$ cat src/rtl/counter_sweep_controller.sv
// Sweep sequencer for a universal binary counter: load, count up to hi_lim, dwell,
// count down to lo_lim, dwell, for a programmed number of passes, then clear.
module counter_sweep_controller #(
    parameter int N  = 8,
    parameter int DW = 8,
    parameter int PW = 4
) (
    input  logic          clk,
    input  logic          reset,
    input  logic          start,
    input  logic          abort,
    input  logic [N-1:0]  start_val,
    input  logic [N-1:0]  hi_lim,
    input  logic [N-1:0]  lo_lim,
    input  logic [DW-1:0] dwell,
    input  logic [PW-1:0] passes,
    input  logic [N-1:0]  cnt_q,
    input  logic          cnt_min,
    input  logic          cnt_max,
    output logic [N-1:0]  cnt_data,
    output logic          cnt_load,
    output logic          cnt_en,
    output logic          cnt_up,
    output logic          cnt_syn_clr,
    output logic          busy,
    output logic          done,
    output logic          err
);

    typedef enum logic [2:0] {
        S_IDLE,
        S_LOAD,
        S_UP,
        S_DWELL_HI,
        S_DOWN,
        S_DWELL_LO,
        S_CLEAR,
        S_DONE
    } state_t;

    state_t        state_q, state_d;
    logic [N-1:0]  start_val_q, start_val_d;
    logic [N-1:0]  hi_q, hi_d;
    logic [N-1:0]  lo_q, lo_d;
    logic [DW-1:0] dwell_q, dwell_d;
    logic [PW-1:0] passes_q, passes_d;
    logic [DW-1:0] dwell_cnt_q, dwell_cnt_d;
    logic [PW-1:0] pass_cnt_q, pass_cnt_d;
    logic          abort_q, abort_d;
    logic          cfg_err_q, cfg_err_d;

    logic          cfg_ok;
    logic          up_hit;
    logic          down_hit;
    logic          dwell_last;
    logic          last_pass;
    logic [PW-1:0] pass_target;
    logic [PW-1:0] pass_next;
    logic          abortable;

    always_ff @(posedge clk or negedge reset) begin
        if (!reset) begin
            state_q     <= S_IDLE;
            start_val_q <= '0;
            hi_q        <= '0;
            lo_q        <= '0;
            dwell_q     <= '0;
            passes_q    <= '0;
            dwell_cnt_q <= '0;
            pass_cnt_q  <= '0;
            abort_q     <= 1'b0;
            cfg_err_q   <= 1'b0;
        end else begin
            state_q     <= state_d;
            start_val_q <= start_val_d;
            hi_q        <= hi_d;
            lo_q        <= lo_d;
            dwell_q     <= dwell_d;
            passes_q    <= passes_d;
            dwell_cnt_q <= dwell_cnt_d;
            pass_cnt_q  <= pass_cnt_d;
            abort_q     <= abort_d;
            cfg_err_q   <= cfg_err_d;
        end
    end

    // Limit detection also honours the counter's own min/max flags so a bad
    // limit can never let the counter wrap.
    always_comb begin
        cfg_ok      = (lo_lim <= start_val) && (start_val <= hi_lim) && (lo_lim < hi_lim);
        up_hit      = (cnt_q == hi_q) || cnt_max;
        down_hit    = (cnt_q == lo_q) || cnt_min;
        dwell_last  = (dwell_cnt_q == (dwell_q - DW'(1)));
        pass_target = (passes_q == '0) ? PW'(1) : passes_q;
        pass_next   = pass_cnt_q + PW'(1);
        last_pass   = (pass_next >= pass_target);
        abortable   = (state_q == S_LOAD) || (state_q == S_UP) || (state_q == S_DWELL_HI) ||
                      (state_q == S_DOWN) || (state_q == S_DWELL_LO);
    end

    always_comb begin
        state_d     = state_q;
        start_val_d = start_val_q;
        hi_d        = hi_q;
        lo_d        = lo_q;
        dwell_d     = dwell_q;
        passes_d    = passes_q;
        dwell_cnt_d = dwell_cnt_q;
        pass_cnt_d  = pass_cnt_q;
        abort_d     = abort_q;
        cfg_err_d   = 1'b0;

        case (state_q)
            S_IDLE: begin
                if (start) begin
                    if (cfg_ok) begin
                        start_val_d = start_val;
                        hi_d        = hi_lim;
                        lo_d        = lo_lim;
                        dwell_d     = dwell;
                        passes_d    = passes;
                        dwell_cnt_d = '0;
                        pass_cnt_d  = '0;
                        abort_d     = 1'b0;
                        state_d     = S_LOAD;
                    end else begin
                        cfg_err_d = 1'b1;
                    end
                end
            end
            S_LOAD: state_d = S_UP;
            S_UP: begin
                if (up_hit) begin
                    dwell_cnt_d = '0;
                    state_d     = (dwell_q == '0) ? S_DOWN : S_DWELL_HI;
                end
            end
            S_DWELL_HI: begin
                if (dwell_last) state_d = S_DOWN;
                else            dwell_cnt_d = dwell_cnt_q + DW'(1);
            end
            S_DOWN: begin
                if (down_hit) begin
                    pass_cnt_d  = pass_next;
                    dwell_cnt_d = '0;
                    if (last_pass)          state_d = S_CLEAR;
                    else if (dwell_q == '0) state_d = S_UP;
                    else                    state_d = S_DWELL_LO;
                end
            end
            S_DWELL_LO: begin
                if (dwell_last) state_d = S_UP;
                else            dwell_cnt_d = dwell_cnt_q + DW'(1);
            end
            S_CLEAR: state_d = S_DONE;
            S_DONE: begin
                abort_d = 1'b0;
                state_d = S_IDLE;
            end
            default: state_d = S_IDLE;
        endcase

        // Abort overrides any sweep progress; CLEAR/DONE already head home.
        if (abort && abortable) begin
            state_d = S_CLEAR;
            abort_d = 1'b1;
        end
    end

    always_comb begin
        cnt_data    = start_val_q;
        cnt_load    = (state_q == S_LOAD);
        cnt_up      = (state_q == S_UP);
        cnt_en      = ((state_q == S_UP) && !up_hit) || ((state_q == S_DOWN) && !down_hit);
        cnt_syn_clr = (state_q == S_CLEAR);
        busy        = (state_q != S_IDLE);
        done        = (state_q == S_DONE) && !abort_q;
        err         = cfg_err_q || ((state_q == S_DONE) && abort_q);
    end

endmodule

$ cat config.mk
export PLATFORM = sky130hd
export DESIGN_NAME = counter_sweep_controller
export DESIGN_NICKNAME = d
export VERILOG_FILES = /design/src/rtl/counter_sweep_controller.sv
export SDC_FILE = /design/constraint.sdc
export NUM_CORES = 1
export LEC_CHECK = 0
export ABC_AREA = 1
export CAP_MARGIN = 20
export CORE_MARGIN = 10
export CORE_UTILIZATION = 49
export CTS_CLUSTER_DIAMETER = 30
export DETAILED_ROUTE_END_ITERATION = 10
export PLACE_DENSITY_LB_ADDON = 0.08
export SLEW_MARGIN = 20
export SYNTH_ARGS = -nofsm -noshare
export SYNTH_HDL_FRONTEND = slang
export SYNTH_SLANG_ARGS = --single-unit
export TNS_END_PERCENT = 5
$ cat constraint.sdc
create_clock -name clk -period 1.9 [get_ports clk]
set_input_delay 0.57 -clock clk [delete_from_list [all_inputs] [get_ports clk]]
set_output_delay 0.57 -clock clk [all_outputs]
set_load 0.05 [all_outputs]
==> results of run 1 <==
flip-flops by register name (all words and copies together), names as in the netlist:
register,cells
abort_q,1
cfg_err_q,1
cnt_data,8
dwell_cnt_q,8
dwell_q,8
hi_q,8
lo_q,8
pass_cnt_q,4
passes_q,4
state_q,3
kinds of logic after synthesis:
group | Yosys count | share of synthesized area
simple gates | 252 | 0.295
fa+ha+maj | 31 | 0.0951
buf+inv | 125 | 0.129
flops | 53 | 0.325
xor+xnor | 24 | 0.0516
compound gates | 67 | 0.104
critical path, delay by kind of cell:
| family | cells | cell delay (ns) |
|---|---|---|
| buf+inv | 2 | 0.38 |
| xor+xnor | 1 | 0.16 |
| simple gates | 5 | 0.48 |
area by class of cell:
class,instances,area (um2),share of cell area
Multi-Input combinational cell,374,2750,0.465
Sequential cell,53,1330,0.225
Timing Repair Buffer,118,1170,0.198
Inverter,116,443,0.0750
Tap cell,105,131,0.0222
Clock buffer,6,82.6,0.0140
Clock inverter,1,7.51,0.00127
cells in the mapped netlist:
cell type	number	area [um2]
inv_1	105	394
o21bai_1	5	37.5
dfrtp_1	53	1330
nor2_4	5	56.3
ha_1	31	388
xor2_1	5	43.8
nand3_1	33	165
o21ai_0	5	25.0
o31ai_1	1	7.51
buf_6	7	78.8
nand3_2	2	20.0
nor2_2	9	56.3
nor3b_1	3	22.5
o21ai_2	16	140
a21oi_1	13	65.1
o21a_1	2	15.0
nand2_4	1	11.3
nand3b_1	1	7.51
buf_2	2	10.0
nor2_1	33	124
or2_2	6	37.5
a21boi_0	1	7.51
o21ai_1	21	105
nand3_4	1	17.5
nand2_2	22	138
o211ai_1	1	7.51
nand2_1	129	484
xnor2_1	19	166
a21o_1	1	7.51
nand3b_4	1	20.0
inv_2	11	41.3
nand4_1	5	31.3
a31oi_1	1	6.26
nand4_2	1	12.5
final timing paths:
check / endpoint / slack (ns) / depth (start not counted)
max: cnt_en / -0.25 / 8
min: passes_q[0] / 0.22 / 2
max reg2reg: state_q[0] / -0.09 / 10
min reg2reg: dwell_cnt_q[7] / 0.56 / 2
max in group asynchronous: state_q[2] / 1.40 / 2
min in group clk: hi_q[5] / 0.49 / 3
metal layers:
layer / vias to the layer above / GRT usage / wire [um]
li1: 1933 / - / -
met1: 1723 / 0.204 / 4680
met2: 71 / 0.296 / 5200
met3: 9 / 0.0254 / 355
met4: 0 / 0.0531 / 140
met5: - / 0 / 0
power by group:
part | total (mW) | switching, mW | internal (mW)
clock | 0.685 | 0.395 | 0.289
combinational | 4.30 | 2.40 | 1.90
sequential | 1.88 | 0.355 | 1.53
total | 6.87 | 3.15 | 3.72
what timing repair did:
action	in CTS	in global routing
gates resized for setup	166	52
setup buffers	6	5
hold endpoints to repair	0	0
gates cloned	3	0
pin swaps	41	29
setup endpoints to repair	59	58
metrics by stage:
step | cells | power [mW]
finish | 773 | 6.87
global route | 773 | 7.44
CTS | 769 | 6.58
detailed placement | 753 | 5.52
global placement | 753 | 5.43
floorplan | 552 | 4.31
placed cells by master (no fill, tap or decap), types with 8 or more instances in the layout:
master	Yosys	routed
nand2_1	129	109
inv_1	105	91
dfrtp_1	53	50
buf_4	0	46
nand2_2	22	38
o21ai_2	16	30
nor2_1	33	26
nand3_1	33	23
inv_2	11	22
ha_4	0	16
clkdlybuf4s50_1	0	16
buf_2	2	16
xnor2_1	19	15
nor2_2	9	14
ha_1	31	14
buf_12	0	12
nand3_2	2	11
buf_6	7	10
o21ai_1	21	8
==> out/metrics.yaml, run 1 <==
synthesis.area_um2: 4080
dpl_cell_area_um2: 5310
dieArea_um2: 12400
peakVddDrop_mv: 0.736
powerDensity_nw_per_um2: 1160
design_area_um2: 5910
hold_path.class: "input port to async pin"
fin_nets: 749
setup_ws_ns: -0.255
wl_per_cell_um: 13.4
crit_type: "input port to output port"
start_util: 0.499
drt_iter0_markers: 104
grt_pass1_vias: 3904
avgSynthCellArea_um2: 7.38
numCtsBuffers: 5
outcome: "finished, violations left"
antenna_found_initial: 0
syn_nets: 633
n_fill_cell: 644
synth-seq-cells: 53
fin_crit_ns: 2.15
dp_slack_ns: -0.857
grt_overflow: 0
critPathMaxFanout: 2
grt_max_degree: 54
drc: 0
fin_util: 0.723
timing.slew.headroom: 0.798
r2r-start: "pass_cnt_q[1]"
dp_hpwl_mm: 7.66
place_congestion: 0.848
num_rows: 33
maxCapViolations: 0
postCtsHoldBufs: 0
path_clk_slew_ns: 0.10
period_share: 1.13
cts_tree: "yes"
tightest_slew_ns: 0.304
crit_arrival_ns: 1.58
endpoint_kind: "output port"
clockBufferDepth: 2
track_usage: 0.168
skew_ns: 0.00410
rsz0062_at_grt: "yes"
area_delta_synth_final_pct: 45.0
worst_ep_required_time_ns: 1.33
yosys_warnings: 0
core_um2: 8180
die_h_um: 111
hold_violations: 0
cts_sinks: 53
root_buffer: "clkbuf_8"
p_leak_nw: 2.95
ant_nets: 0
num_vias: 3736
portBuffers: 64
setup.worst_path.start_class: "input port"
synthDistinctLibCells: 34
viasPerCell: 4.83
drt-total-wl_mm: 10.4
antennaDiodeCount: 0
num_io_pins: 65
crit_top_cell: "nand2_2"
path_cells: "clkdlybuf4s15_2, xnor2_2, nand2_1, nor2_4, nand2_2, nand2_2, nand2_2, buf_12"
worst_hold_slack_ns: 0.224
grt_pass1_wl_mm: 17.9
synth-seq-area-share: 0.325
ctsHtreeMaxLevel: 2
drive_gt1_frac: 0.415
firstDrtPassIters: 4
critPathLaunch: "cnt_q[4]"
setup_viol: 51
fmax_mhz: 464
tns_ns: -2.54
clk_latency_ns: 0.32
cpPeakStageDelay_ns: 0.23
failed_checks: "setup timing"
finalMaxSlewViolations: 0
synthCells: 552
die_w_um: 111
cp_slowest_cell: "clkdlybuf4s15_2"
Note: power is estimated with default switching activity, not from simulation.
==> run 2: changes to the inputs <==
Settings changed: SKIP_LAST_GASP from default to 1.
==> run 2 against run 1 <==
Effect of this change:
- the run still ends with setup timing left
- cell area is 2.1% lower
- fmax is 0.83% higher
- register-to-register slack better by 0.02 ns
- utilization is 1.5 points lower
- first-iteration DRC count is 14% higher
- critical path depth stayed put
- critical endpoint unchanged
- largest power group unchanged
==> out/metrics.yaml, run 2 (synthesis results as in run 1) <==
drc: 0  # unchanged
finalPower_mw: 6.73  # -2.1%
fin_util: 0.708  # -0.0148
final-instance-count-excl-fill: 775  # +0.26%
antennaDiodeCount: 0  # unchanged
hold_violations: 0  # unchanged
maxCapViolations: 0  # unchanged
die_w_um: 111  # unchanged
dp_slack_ns: -0.857  # unchanged
peakVddDrop_mv: 0.687  # -6.7%
dieArea_um2: 12400  # unchanged
outcome: "finished, violations left"
ctsHtreeMaxLevel: 2  # unchanged
placed_cells: 753  # unchanged
numCtsBuffers: 5  # unchanged
drive_gt1_frac: 0.372  # -0.0430
track_usage: 0.168  # -0.000671
setup_viol: 57  # +12%
num_rows: 33  # unchanged
die_h_um: 111  # unchanged
layout_common_cells: "nand2_1 (117), inv_1 (93), buf_4 (51), dfrtp_1 (49), nand2_2 (32)"
dp_hpwl_mm: 7.66  # unchanged
grt_pass1_vias: 3927  # +0.59%
dr_wl_met3_um: 333  # -6.2%
dpl_cell_area_um2: 5310  # unchanged
clk_latency_ns: 0.32  # about the same
powerDensity_nw_per_um2: 1160  # about the same
design_area_um2: 5790  # -2.1%
ant_nets: 0  # unchanged
path_clk_slew_ns: 0.10  # about the same
final-seq-area_um2: 1330  # about the same
portBuffers: 64  # unchanged
skew_ns: 0.00634  # +0.00223 ns
rsz0062_at_grt: "yes"
cts_sinks: 53  # unchanged
period_share: 1.12  # -0.00932
crit_arrival_ns: 1.57  # about the same
timing.slew.headroom: 0.712  # -0.0853
endpoint_kind: "output port"
worst_hold_slack_ns: 0.230  # +0.00517 ns
tightest_slew_ns: 0.430  # +0.126 ns
grt_max_degree: 54  # unchanged
wl_per_cell_um: 13.4  # about the same
critPathMaxFanout: 2  # unchanged
root_buffer: "clkbuf_8"
fmax_mhz: 468  # +0.83%
final_common_cell: "nand2_1"
worst_ep_required_time_ns: 1.33  # about the same
firstDrtPassIters: 4  # unchanged
fin_nets: 751  # +0.27%
crit_type: "input port to output port"
place_congestion: 0.848  # unchanged
grt_overflow: 0  # unchanged
setup_ws_ns: -0.237  # +0.0177 ns
top_layer_used: "met4"
fin_crit_ns: 2.14  # -0.0177 ns
core_um2: 8180  # unchanged
num_io_pins: 65  # unchanged
area_delta_synth_final_pct: 42.0
grt_pass1_wl_mm: 17.8  # -0.58%
clockBufferDepth: 2  # unchanged
start_util: 0.499  # unchanged
drt_iter0_markers: 119  # +14%
tns_ns: -7.40  # -4.85 ns
cts_tree: "yes"
finalMaxSlewViolations: 0  # unchanged
multi_input_area_um2: 2650  # -3.4%
num_vias: 3718  # -0.48%
setup.worst_path.start_class: "input port"
met2_length_mm: 5.24  # +0.73%
wl_met1_mm: 4.66  # -0.36%
hold_path.class: "input port to async pin"
drt-total-wl_mm: 10.4  # +0.32%
n_fill_cell: 647  # +0.47%
viasPerCell: 4.80  # -0.74%
antenna_found_initial: 0  # unchanged
postCtsHoldBufs: 0  # unchanged
failed_checks: "setup timing"
p_leak_nw: 2.94  # -0.41%
## run 2: what timing repair did
action                                  CTS  global route
pin swaps                                39            35
setup buffers                             6             7
resized for setup                       114            50
endpoints found under the setup margin   59            58
gates cloned                              3             0
## run 2: report_power, final
part           leakage, nW  internal (mW)  switching, mW
combinational         2.30           1.83           2.32
clock               0.0433          0.290          0.397
sequential           0.596           1.53          0.367
## run 2: critical path: stages
cell             delay [ns]
clkdlybuf4s15_2        0.22
xnor2_1                0.13
nand2_1                0.08
nor2_1                 0.14
nand2_2                0.09
nand3_2                0.10
nand2_2                0.08
buf_12                 0.15
## run 2: layout make-up
| type | count | area share |
|---|---|---|
| Multi-Input combinational cell | 374 | 0.458 |
| Sequential cell | 53 | 0.230 |
| Timing Repair Buffer | 120 | 0.197 |
| Inverter | 116 | 0.0765 |
| Tap cell | 105 | 0.0227 |
| Clock buffer | 6 | 0.0143 |
| Clock inverter | 1 | 0.00130 |
## run 2: per-layer routing
metal / vias to the layer above / global-route usage
met5: - / 0
met4: 0 / 0.0531
met3: 13 / 0.0244
met2: 70 / 0.296
met1: 1701 / 0.203
li1: 1934 / -
## run 2: worst paths after layout
path / cells past startpoint / slack [ns] / startpoint / endpoint
max: 8 / -0.24 / cnt_q[5] / cnt_en
min: 2 / 0.23 / reset / passes_q[2]
max reg2reg: 11 / -0.07 / pass_cnt_q[1] / state_q[2]
min reg2reg: 2 / 0.54 / abort_q / abort_q
max in group asynchronous: 2 / 1.40 / reset / state_q[2]
min in group clk: 3 / 0.51 / start_val[7] / cnt_data[7]
